$ cat src/rtl/multicycle_ctrl_v2_if.sv
// multicycle_ctrl_v2_if: controller <-> decoder/datapath/memory signal bundle
interface multicycle_ctrl_v2_if #(parameter int XLEN = 32);
   logic [13:0]     execution;
   logic [XLEN-1:0] ALU_data2, rd2, pc_addr_plus, ALUresult, rd_data;
   logic            ALUzero, mem_ready, resume;
   logic            load_inst, dec_en, ALUenable, mem_rd, mem_wr, regwrite, jump, branch, inc_pc;
   logic [XLEN-1:0] wd, data2, instret;
   logic [5:0]      ALUcommand;
   logic            halted, illegal, mem_err;
   modport master (
      input  execution, ALU_data2, rd2, ALUzero, pc_addr_plus, ALUresult, rd_data, mem_ready, resume,
      output load_inst, dec_en, ALUenable, mem_rd, mem_wr, regwrite, jump, branch, inc_pc,
             wd, data2, ALUcommand, halted, illegal, mem_err, instret
   );
   modport slave (
      output execution, ALU_data2, rd2, ALUzero, pc_addr_plus, ALUresult, rd_data, mem_ready, resume,
      input  load_inst, dec_en, ALUenable, mem_rd, mem_wr, regwrite, jump, branch, inc_pc,
             wd, data2, ALUcommand, halted, illegal, mem_err, instret
   );
endinterface

$ cat src/rtl/multicycle_ctrl_v2.sv
// multicycle_ctrl_v2: multi-cycle instruction sequencer; define CTRL_PERF_CNT_EN for the instret counter
module multicycle_ctrl_v2 #(
   parameter int XLEN        = 32,
   parameter int WAIT_W      = 4,
   parameter int MEM_TIMEOUT = 15
) (
   input logic                  clk,
   input logic                  rst,
   multicycle_ctrl_v2_if.master bus
);
   typedef enum logic [2:0] {FETCH, DECODE, CONTROL, EXEC, MEM_WAIT, WRITEBACK, CHANGE_PC, HALTED} state_t;
   state_t            state_q, state_d;
   logic [8:0]        stb_q, stb_d;
   logic [WAIT_W-1:0] cnt_q, cnt_d;
   logic [XLEN-1:0]   ld_q, ld_d;
   logic [5:0]        cmd_q, cmd_d;
   logic [2:0]        sel_q, sel_d;
   logic              src_q, src_d, halted_q, halted_d, illegal_q, illegal_d, mem_err_q, mem_err_d;
   logic [13:0]       op;
   logic              legal, mem_op, wr_op, taken;
   assign op     = bus.execution;
   assign legal  = $onehot(op);
   assign mem_op = op[0] | op[2];
   assign wr_op  = |{op[0], op[1], op[4], op[5], op[6], op[7], op[8], op[9], op[11], op[13]};
   assign taken  = (op[3] & bus.ALUzero) | (op[12] & ~bus.ALUzero);
   // next state, memory wait/timeout tracking, and registered outputs decoded from the state being entered
   always_comb begin
      state_d   = state_q;
      cnt_d     = cnt_q;
      ld_d      = ld_q;
      illegal_d = illegal_q;
      mem_err_d = mem_err_q;
      case (state_q)
         FETCH:     state_d = DECODE;
         DECODE:    state_d = CONTROL;
         CONTROL: begin
            state_d   = !legal ? CHANGE_PC : op[10] ? HALTED : EXEC;
            illegal_d = illegal_q | ~legal;
         end
         EXEC:      state_d = mem_op ? MEM_WAIT : WRITEBACK;
         MEM_WAIT: begin
            cnt_d = cnt_q + 1'b1;
            if (bus.mem_ready) begin
               state_d = WRITEBACK;
               cnt_d   = '0;
               ld_d    = op[0] ? bus.rd_data : ld_q;
            end else if (cnt_d == WAIT_W'(MEM_TIMEOUT)) begin
               state_d   = CHANGE_PC;
               cnt_d     = '0;
               mem_err_d = 1'b1;
            end
         end
         WRITEBACK: state_d = CHANGE_PC;
         CHANGE_PC: state_d = FETCH;
         HALTED:    state_d = bus.resume ? CHANGE_PC : HALTED;
         default:   state_d = FETCH;
      endcase
      stb_d = {state_d inside {FETCH, DECODE},
               state_d == DECODE,
               (state_d == EXEC && !op[9]) || state_d == MEM_WAIT,
               state_d == MEM_WAIT && op[0],
               state_d == MEM_WAIT && op[2],
               state_d == CHANGE_PC && state_q == WRITEBACK && wr_op,
               state_d == WRITEBACK ? op[9] : (state_d == CHANGE_PC && stb_q[2]),
               state_d == WRITEBACK ? taken : (state_d == CHANGE_PC && stb_q[1]),
               state_d == CHANGE_PC};
      halted_d = state_d == HALTED;
      {src_d, cmd_d} = (state_d == CONTROL && legal && !op[9] && !op[10])
         ? {op[0] | op[1] | op[2] | op[13],
            op[11], op[8], op[7], op[1] | op[6], op[0] | op[2] | op[4] | op[13], op[3] | op[5] | op[12]}
         : {src_q, cmd_q};
      sel_d = state_d == WRITEBACK ? (op[9] ? 3'b001 : op[0] ? 3'b100 : 3'b010) : sel_q;
   end
   // state and output registers; reset aborts any memory access at once
   always_ff @(posedge clk or negedge rst) begin
      if (!rst) begin
         state_q   <= FETCH;
         stb_q     <= '0;
         cnt_q     <= '0;
         ld_q      <= '0;
         cmd_q     <= '0;
         src_q     <= 1'b0;
         sel_q     <= 3'b010;
         halted_q  <= 1'b0;
         illegal_q <= 1'b0;
         mem_err_q <= 1'b0;
      end else begin
         state_q   <= state_d;
         stb_q     <= stb_d;
         cnt_q     <= cnt_d;
         ld_q      <= ld_d;
         cmd_q     <= cmd_d;
         src_q     <= src_d;
         sel_q     <= sel_d;
         halted_q  <= halted_d;
         illegal_q <= illegal_d;
         mem_err_q <= mem_err_d;
      end
   end
   assign {bus.load_inst, bus.dec_en, bus.ALUenable, bus.mem_rd, bus.mem_wr,
           bus.regwrite, bus.jump, bus.branch, bus.inc_pc} = stb_q;
   assign bus.ALUcommand = cmd_q;
   assign bus.halted     = halted_q;
   assign bus.illegal    = illegal_q;
   assign bus.mem_err    = mem_err_q;
   assign bus.data2      = src_q ? bus.ALU_data2 : bus.rd2;
   assign bus.wd         = ({XLEN{sel_q[0]}} & bus.pc_addr_plus) | ({XLEN{sel_q[1]}} & bus.ALUresult)
                         | ({XLEN{sel_q[2]}} & ld_q);
`ifdef CTRL_PERF_CNT_EN
   logic [XLEN-1:0] instret_q, instret_d;
   // every instruction reaching writeback retires on the way into CHANGE_PC
   always_comb instret_d = instret_q + {{(XLEN-1){1'b0}}, state_q == WRITEBACK};
   // retired-instruction counter register
   always_ff @(posedge clk or negedge rst) begin
      if (!rst) instret_q <= '0;
      else instret_q <= instret_d;
   end
   assign bus.instret = instret_q;
`else
   assign bus.instret = '0;
`endif
endmodule

$ cat src/flat_wrapper.sv
// flat-port wrapper written by rule: the top's interface ports become plain ports
module multicycle_ctrl_v2_flat 
#(
   parameter int XLEN        = 32,
   parameter int WAIT_W      = 4,
   parameter int MEM_TIMEOUT = 15
)
  (clk, rst, bus_execution, bus_ALU_data2, bus_rd2, bus_ALUzero, bus_pc_addr_plus, bus_ALUresult, bus_rd_data, bus_mem_ready, bus_resume, bus_load_inst, bus_dec_en, bus_ALUenable, bus_mem_rd, bus_mem_wr, bus_regwrite, bus_jump, bus_branch, bus_inc_pc, bus_wd, bus_data2, bus_ALUcommand, bus_halted, bus_illegal, bus_mem_err, bus_instret);
  multicycle_ctrl_v2_if #(.XLEN(XLEN)) bus_i ();
  input logic clk;
  input logic rst;
  input wire logic [$bits(bus_i.execution)-1:0] bus_execution;
  input wire logic [$bits(bus_i.ALU_data2)-1:0] bus_ALU_data2;
  input wire logic [$bits(bus_i.rd2)-1:0] bus_rd2;
  input wire logic [$bits(bus_i.ALUzero)-1:0] bus_ALUzero;
  input wire logic [$bits(bus_i.pc_addr_plus)-1:0] bus_pc_addr_plus;
  input wire logic [$bits(bus_i.ALUresult)-1:0] bus_ALUresult;
  input wire logic [$bits(bus_i.rd_data)-1:0] bus_rd_data;
  input wire logic [$bits(bus_i.mem_ready)-1:0] bus_mem_ready;
  input wire logic [$bits(bus_i.resume)-1:0] bus_resume;
  output wire logic [$bits(bus_i.load_inst)-1:0] bus_load_inst;
  output wire logic [$bits(bus_i.dec_en)-1:0] bus_dec_en;
  output wire logic [$bits(bus_i.ALUenable)-1:0] bus_ALUenable;
  output wire logic [$bits(bus_i.mem_rd)-1:0] bus_mem_rd;
  output wire logic [$bits(bus_i.mem_wr)-1:0] bus_mem_wr;
  output wire logic [$bits(bus_i.regwrite)-1:0] bus_regwrite;
  output wire logic [$bits(bus_i.jump)-1:0] bus_jump;
  output wire logic [$bits(bus_i.branch)-1:0] bus_branch;
  output wire logic [$bits(bus_i.inc_pc)-1:0] bus_inc_pc;
  output wire logic [$bits(bus_i.wd)-1:0] bus_wd;
  output wire logic [$bits(bus_i.data2)-1:0] bus_data2;
  output wire logic [$bits(bus_i.ALUcommand)-1:0] bus_ALUcommand;
  output wire logic [$bits(bus_i.halted)-1:0] bus_halted;
  output wire logic [$bits(bus_i.illegal)-1:0] bus_illegal;
  output wire logic [$bits(bus_i.mem_err)-1:0] bus_mem_err;
  output wire logic [$bits(bus_i.instret)-1:0] bus_instret;
  assign bus_i.execution = bus_execution;
  assign bus_i.ALU_data2 = bus_ALU_data2;
  assign bus_i.rd2 = bus_rd2;
  assign bus_i.ALUzero = bus_ALUzero;
  assign bus_i.pc_addr_plus = bus_pc_addr_plus;
  assign bus_i.ALUresult = bus_ALUresult;
  assign bus_i.rd_data = bus_rd_data;
  assign bus_i.mem_ready = bus_mem_ready;
  assign bus_i.resume = bus_resume;
  assign bus_load_inst = bus_i.load_inst;
  assign bus_dec_en = bus_i.dec_en;
  assign bus_ALUenable = bus_i.ALUenable;
  assign bus_mem_rd = bus_i.mem_rd;
  assign bus_mem_wr = bus_i.mem_wr;
  assign bus_regwrite = bus_i.regwrite;
  assign bus_jump = bus_i.jump;
  assign bus_branch = bus_i.branch;
  assign bus_inc_pc = bus_i.inc_pc;
  assign bus_wd = bus_i.wd;
  assign bus_data2 = bus_i.data2;
  assign bus_ALUcommand = bus_i.ALUcommand;
  assign bus_halted = bus_i.halted;
  assign bus_illegal = bus_i.illegal;
  assign bus_mem_err = bus_i.mem_err;
  assign bus_instret = bus_i.instret;
  multicycle_ctrl_v2 #(.XLEN(XLEN), .WAIT_W(WAIT_W), .MEM_TIMEOUT(MEM_TIMEOUT)) u_core (.clk(clk), .rst(rst), .bus(bus_i));
endmodule
$ cat config.mk
export PLATFORM = sky130hd
export DESIGN_NAME = multicycle_ctrl_v2_flat
export DESIGN_NICKNAME = d
export VERILOG_FILES = /design/src/rtl/multicycle_ctrl_v2_if.sv /design/src/rtl/multicycle_ctrl_v2.sv /design/src/flat_wrapper.sv
export SDC_FILE = /design/constraint.sdc
export NUM_CORES = 1
export LEC_CHECK = 0
export ABC_AREA = 1
export CELL_PAD_IN_SITES_DETAIL_PLACEMENT = 0
export CELL_PAD_IN_SITES_GLOBAL_PLACEMENT = 1
export CORE_UTILIZATION = 25
export DETAILED_ROUTE_END_ITERATION = 8
export GPL_TIMING_DRIVEN = 0
export PLACE_DENSITY_LB_ADDON = 0.1
export SYNTH_ARGS = -nofsm -noshare
export SYNTH_HDL_FRONTEND = slang
export SYNTH_SLANG_ARGS = --single-unit
$ cat constraint.sdc
create_clock -name clk -period 1.6 [get_ports clk]
set_input_delay 0.24 -clock clk [delete_from_list [all_inputs] [get_ports clk]]
set_output_delay 0.24 -clock clk [all_outputs]
set_load 0.005 [all_outputs]
=== Word-level counts from Yosys, hierarchy flattened ===
Index checks and enable logic that the tools add are counted.

* Bitwise logic cells: 21
* Add/sub/neg operators: 14
* Reductions and logical operators: 19
* Multiplexer cells: 14
* Equal/unequal tests: 16

{| class="wikitable"
|+ Operator list
! kind !! count
|-
| 32-bit AND || 3
|-
| 32-bit OR || 2
|-
| 32-bit 2-to-1 mux || 1
|-
| 4-bit adder || 6
|-
| 3-bit equality test (second input constant) || 8
|-
| 3-bit one-hot mux with 8 select lines || 1
|-
| 3-bit 2-to-1 mux || 6
|-
| 1-bit by 1-bit adder with 2-bit output || 7
|-
| 3-bit by 2-bit equality test with 1-bit output (second input constant) || 4
|-
| 1-bit OR || 11
|-
| 1-bit logical AND || 10
|-
| 10-bit OR reduction || 1
|-
| 4-bit 2-to-1 mux || 2
|-
| 3-bit by 1-bit equality test with 1-bit output (second input constant) || 2
|-
| 3-bit logical NOT || 2
|-
| 3-bit AND reduction || 2
|-
| 4-bit by 1-bit adder with 4-bit output (second input constant) || 1
|-
| 4-bit by 1-bit equality test with 1-bit output (second input constant) || 1
|-
| 4-bit equality test (second input constant) || 1
|-
| 1-bit 2-to-1 mux || 4
|-
| 1-bit inverter || 3
|-
| 1-bit AND || 2
|-
| 1-bit logical NOT || 2
|-
| 2-bit nonzero test || 1
|-
| 1-bit logical OR || 1
|}

* Output and inout bits: 114
* Bits of input ports: 179
* Flip-flop bits (word level): 61
* Logic and storage cells: 94

=== Depth between registers and ports, before layout ===
* Depth in word-level cells: 11
* Mapped depth: 21
* Mapped depth without buffers: 20

=== Least setup slack after synthesis ===
No wires, ideal clock.

* Path kind: input to register
* Start: in bus_execution[12]
* End: reg u_core.src_q
* Arrival time: 3.425 ns
* Path buffers: 1
* Path slack: -1.946 ns
* Cell stages on the path: 15
* Path through: ha_1 inv_1 fa_1 fa_1 fa_1 inv_1 ha_1 fa_1 nor2_1 nand2_1 nor2_1 nand3_1 buf_2 nand2_1 o21ai_1

* Cells in the longest elaborated chain, start to end: 10

{| class="wikitable"
|+ Ends and longest elaborated chain
! what !! line !! source
|-
| from (decl) || flat_wrapper.sv:12 || <nowiki>input wire logic [$bits(bus_i.execution)-1:0] bus_execution;</nowiki>
|-
| 1-bit by 1-bit adder with 2-bit output (implied by the code) * || multicycle_ctrl_v2.sv:22 || <nowiki>assign legal = $onehot(op);</nowiki>
|-
| 4-bit adder (implied by the code) * (2 in series) || multicycle_ctrl_v2.sv:22 ||
|-
| 4-bit by 1-bit equality test with 1-bit output * || multicycle_ctrl_v2.sv:22 ||
|-
| 3-bit 2-to-1 mux || multicycle_ctrl_v2.sv:37 || <nowiki>state_d = !legal ? CHANGE_PC : op[10] ? HALTED : EXEC;</nowiki>
|-
| 3-bit one-hot mux with 8 select lines || multicycle_ctrl_v2.sv:33 || <nowiki>case (state_q)</nowiki>
|-
| 3-bit by 2-bit equality test with 1-bit output || multicycle_ctrl_v2.sv:68 || <nowiki>{src_d, cmd_d} = (state_d == CONTROL && legal && !op[9] && !op[10])</nowiki>
|-
| 1-bit logical AND * (3 in series) || multicycle_ctrl_v2.sv:68 ||
|-
| to (signal assigned) || multicycle_ctrl_v2.sv:93 || <nowiki>src_q <= src_d;</nowiki>
|-
| to (decl) || multicycle_ctrl_v2.sv:18 || <nowiki>logic src_q, src_d, halted_q, halted_d, illegal_q, illegal_d, mem_err_q, mem_err_d;</nowiki>
|}

Every way passes the cells marked *; elsewhere a longest branch is shown, timed or not.
A chain may end at the register's enable or synchronous reset.

=== Worst setup path after layout ===
* Start: in bus_execution[8]
* End: reg u_core.cmd_q[4], in the netlist u_core.bus.ALUcommand[4]

* Cells in the longest elaborated chain, start to end: 11

{| class="wikitable"
|+ Ends and longest elaborated chain
! what !! line !! source
|-
| 1-bit by 1-bit adder with 2-bit output (implied by the code) || multicycle_ctrl_v2.sv:22 ||
|-
| 4-bit adder (implied by the code) (3 in series) || multicycle_ctrl_v2.sv:22 ||
|-
| 4-bit by 1-bit equality test with 1-bit output || multicycle_ctrl_v2.sv:22 ||
|-
| 3-bit 2-to-1 mux || multicycle_ctrl_v2.sv:37 ||
|-
| 3-bit one-hot mux with 8 select lines || multicycle_ctrl_v2.sv:33 ||
|-
| 3-bit by 2-bit equality test with 1-bit output || multicycle_ctrl_v2.sv:68 ||
|-
| 1-bit logical AND (3 in series) || multicycle_ctrl_v2.sv:68 ||
|-
| to (signal assigned) || multicycle_ctrl_v2.sv:92 || <nowiki>cmd_q <= cmd_d;</nowiki>
|-
| to (decl) || multicycle_ctrl_v2.sv:16 || <nowiki>logic [5:0] cmd_q, cmd_d;</nowiki>
|}

Several ways; a longest one is shown, not always the timed one.

==> flow_summary.toml <==
[floorplanning]
fp.dieArea_um2 = 18000
die_w_um = 134
ios = 293
core_um2 = 16800
die_h_um = 134
initial_utilization_pct = 26.0
rows = 47

[power_and_ir_drop]
power.density_nw_per_um2 = 1360
p_total_mw = 12.1
peakVddDrop_mv = 0.728
p_leak_nw = 4.56

[logic_synthesis]
syn_area_per_cell_um2 = 7.99
yosysSeqAreaShare_pct = 34.9
syn_area_um2 = 4370
yosys_warnings = 0
ys_ff_latch = 61
yosys.cell_types.count = 31
syn_inst = 547

[global_routing]
grt_pass1_wl_um = 26400
antenna_found_initial = 0
grt_max_degree = 62
grt_overflow_total = 0
grt_use_total_pct = 19.1
grt_pass1_vias = 4836

[route]
drc_errors = 0
drt-total-wl_um = 17600
first_pass_iters = 6
vias_per_cell = 4.21
first_iter_violations = 125
wl_per_cell_um = 15.5
drt.antenna.violating_nets = 0
route.vias.total = 4754

[timing]
period_needed_ns = 3.20
hold_ws_ns = -0.00710
slew_violations = 0
worst_slack_ns = -1.60
tightest_slew_ns = 0.804
finalCritPeriodShare_pct = 200
fmax_ghz = 0.312
finClkSkew_ns = 0.00475
hold_viol_final = 6
grt_setup_unrepaired = "true"
setup_viol = 65
maxSlewHeadroom_pct = 46.4

[critical_path]
criticalPathCategory = "primary input to register"
cp.required_ns = 1.82
worstPathArrival_ns = 3.42
crit_family = "adder cells"
start_kind = "primary input"
crit_path_max_incr_delay_ns = 0.56
crit_buf_inv = 7
rrSetupSlack_ns = -0.07
crit_chain = "buf_8 -> inv_6 -> ha_4 -> inv_2 -> fa_2 -> inv_2 -> fa_2 -> inv_2 -> fa_1 -> inv_1 -> ha_2 -> fa_2 -> nor2_4 -> nand2_2 -> nor2_2 -> nand3_2 -> buf_6 -> nand2_2 -> o21ai_1"
slowest_stage = "fa_2"
cp-end-kind = "register"
cp_max_fo = 5

[min_path]
hold_path_class = "primary input to asynchronous set/reset pin"

[finish]
fillers = 1555
stdcell_count = 1130
final_util_pct = 52.8
final-seq-area_um2 = 1530
fin_nets = 1108
multi_input_area_um2 = 3070
drive_gt1_share_pct = 45.5
num_antenna_cells = 0
area_growth_pct = 103
final_area_um2 = 8880

[cts]
postCtsHoldBufs = 0
clkLatencyLatePin_ns = 0.33
tritoncts = "done"
cts-htree-levels = 3
cts_sinks = 61
cts_buffers = 9
cts_buffer_depth = 2
path_clk_slew_ns = 0.05
clock-root-buffer = "clkbuf_16"

[place]
dpl_cell_area_um2 = 7500
preCtsSetupSlack_ns = -2.77
dp.cells = 1058
gp_congestion = 0.806
port_buffers = 260
dp.final_hpwl_um = 12900

[outcome]
status = "finished, violations left"
violations = "negative hold slack, negative setup slack"

[flow_run]
drv_cap = 0
## synth_stat cells, drive strengths merged
cell / count / share of area (%)
mux2: 32 / 11
nor2: 15 / 1.6
nor3: 5 / 0.80
o21ai: 12 / 1.4
clkbuf: 19 / 1.6
a21o: 1 / 0.17
buf: 37 / 6.6
nand3: 46 / 7.0
dfstp: 1 / 0.60
nand2: 233 / 20
ha: 14 / 4.0
conb: 1 / 0.086
inv: 49 / 4.3
o22ai: 2 / 0.29
dfrtp: 60 / 34
fa: 10 / 4.6
nor4: 1 / 0.14
nand4: 9 / 1.4
## placed cells by master (no fill, tap or decap), types with 9 or more instances in the layout
cell,instances
clkdlybuf4s50_1,183
nand2_1,152
buf_2,58
dfrtp_1,56
buf_4,55
nand2_2,54
buf_6,50
nand3_2,37
conb_1,32
mux2_4,30
nand2_4,27
inv_1,25
inv_2,17
clkbuf_16,11
buf_8,9
## stage by stage
stage / TNS [ns] / hold WS (ns)
finish: -35.75 / -0.00710
global route: -41.06 / 0.0566
CTS: -41.08 / 0.0223
detailed placement: -92.77 / 0.391
global placement: -201.12 / 0.450
floorplan: -35.26 / -0.0556
## worst paths after layout
check,from,end,depth (start not counted)
max,bus_execution[8],u_core.bus.ALUcommand[4]$_DFFE_PN0P_,19
min,rst,u_core.bus.ALUcommand[1]$_DFFE_PN0P_,1
max reg2reg,u_core.cnt_q[0]$_DFFE_PN0P_,u_core.sel_q[2]$_DFFE_PN0P_,9
min reg2reg,u_core.bus.illegal$_DFFE_PN0P_,u_core.bus.illegal$_DFFE_PN0P_,1
max in group asynchronous,rst,u_core.sel_q[2]$_DFFE_PN0P_,1
min in group clk,bus_execution[0],u_core.stb_q[5]$_DFF_PN0_,3
## routing by layer
metal / routed length, um / track usage (%) / vias to the layer above / share of wire (%)
met5: 0 / 0 / - / 0
met4: 371 / 4.87 / 0 / 2.1
met3: 911 / 4.16 / 26 / 5.2
met2: 9020 / 34.1 / 153 / 51
met1: 7260 / 23.3 / 2193 / 41
li1: - / - / 2382 / -
## cell families after synthesis
family,synth area share (%)
buf+inv,12.6
mux,10.8
fa+ha+maj,8.58
simple gates,31.2
compound gates,1.83
flops,34.9
other cells,0.0858
## layout make-up
cell class / count / share of cell area (%)
inverter: 49 / 2.38
buffer: 47 / 4.96
multi-input combinational: 413 / 34.5
tap: 220 / 3.10
sequential: 61 / 17.3
clock inverter: 6 / 0.987
timing repair buffer: 324 / 34.2
clock buffer: 10 / 2.58
## report_power, final
part / leakage (nW) / switching, mW / internal (mW)
clock network: 0.156 / 0.699 / 1.36
logic: 3.64 / 3.31 / 4.03
registers: 0.755 / 0.460 / 2.22
total: 4.56 / 4.46 / 7.62
## sequential cells by signal, summed over array words and instances (netlist names)
signal / count
u_core.ld_q: 32
u_core.stb_q: 9
u_core.bus.ALUcommand: 6
u_core.cnt_q: 4
u_core.sel_q: 3
u_core.state_q: 3
u_core.bus.halted: 1
u_core.bus.illegal: 1
u_core.bus.mem_err: 1
u_core.src_q: 1
## timing repair
action | in CTS | in global routing
setup buffers | 51 | 16
gates cloned | 8 | 1
pin swaps | 31 | 29
endpoints found under the setup margin | 106 | 115
resized for setup | 465 | 129
(Power assumes the default switching activity.)
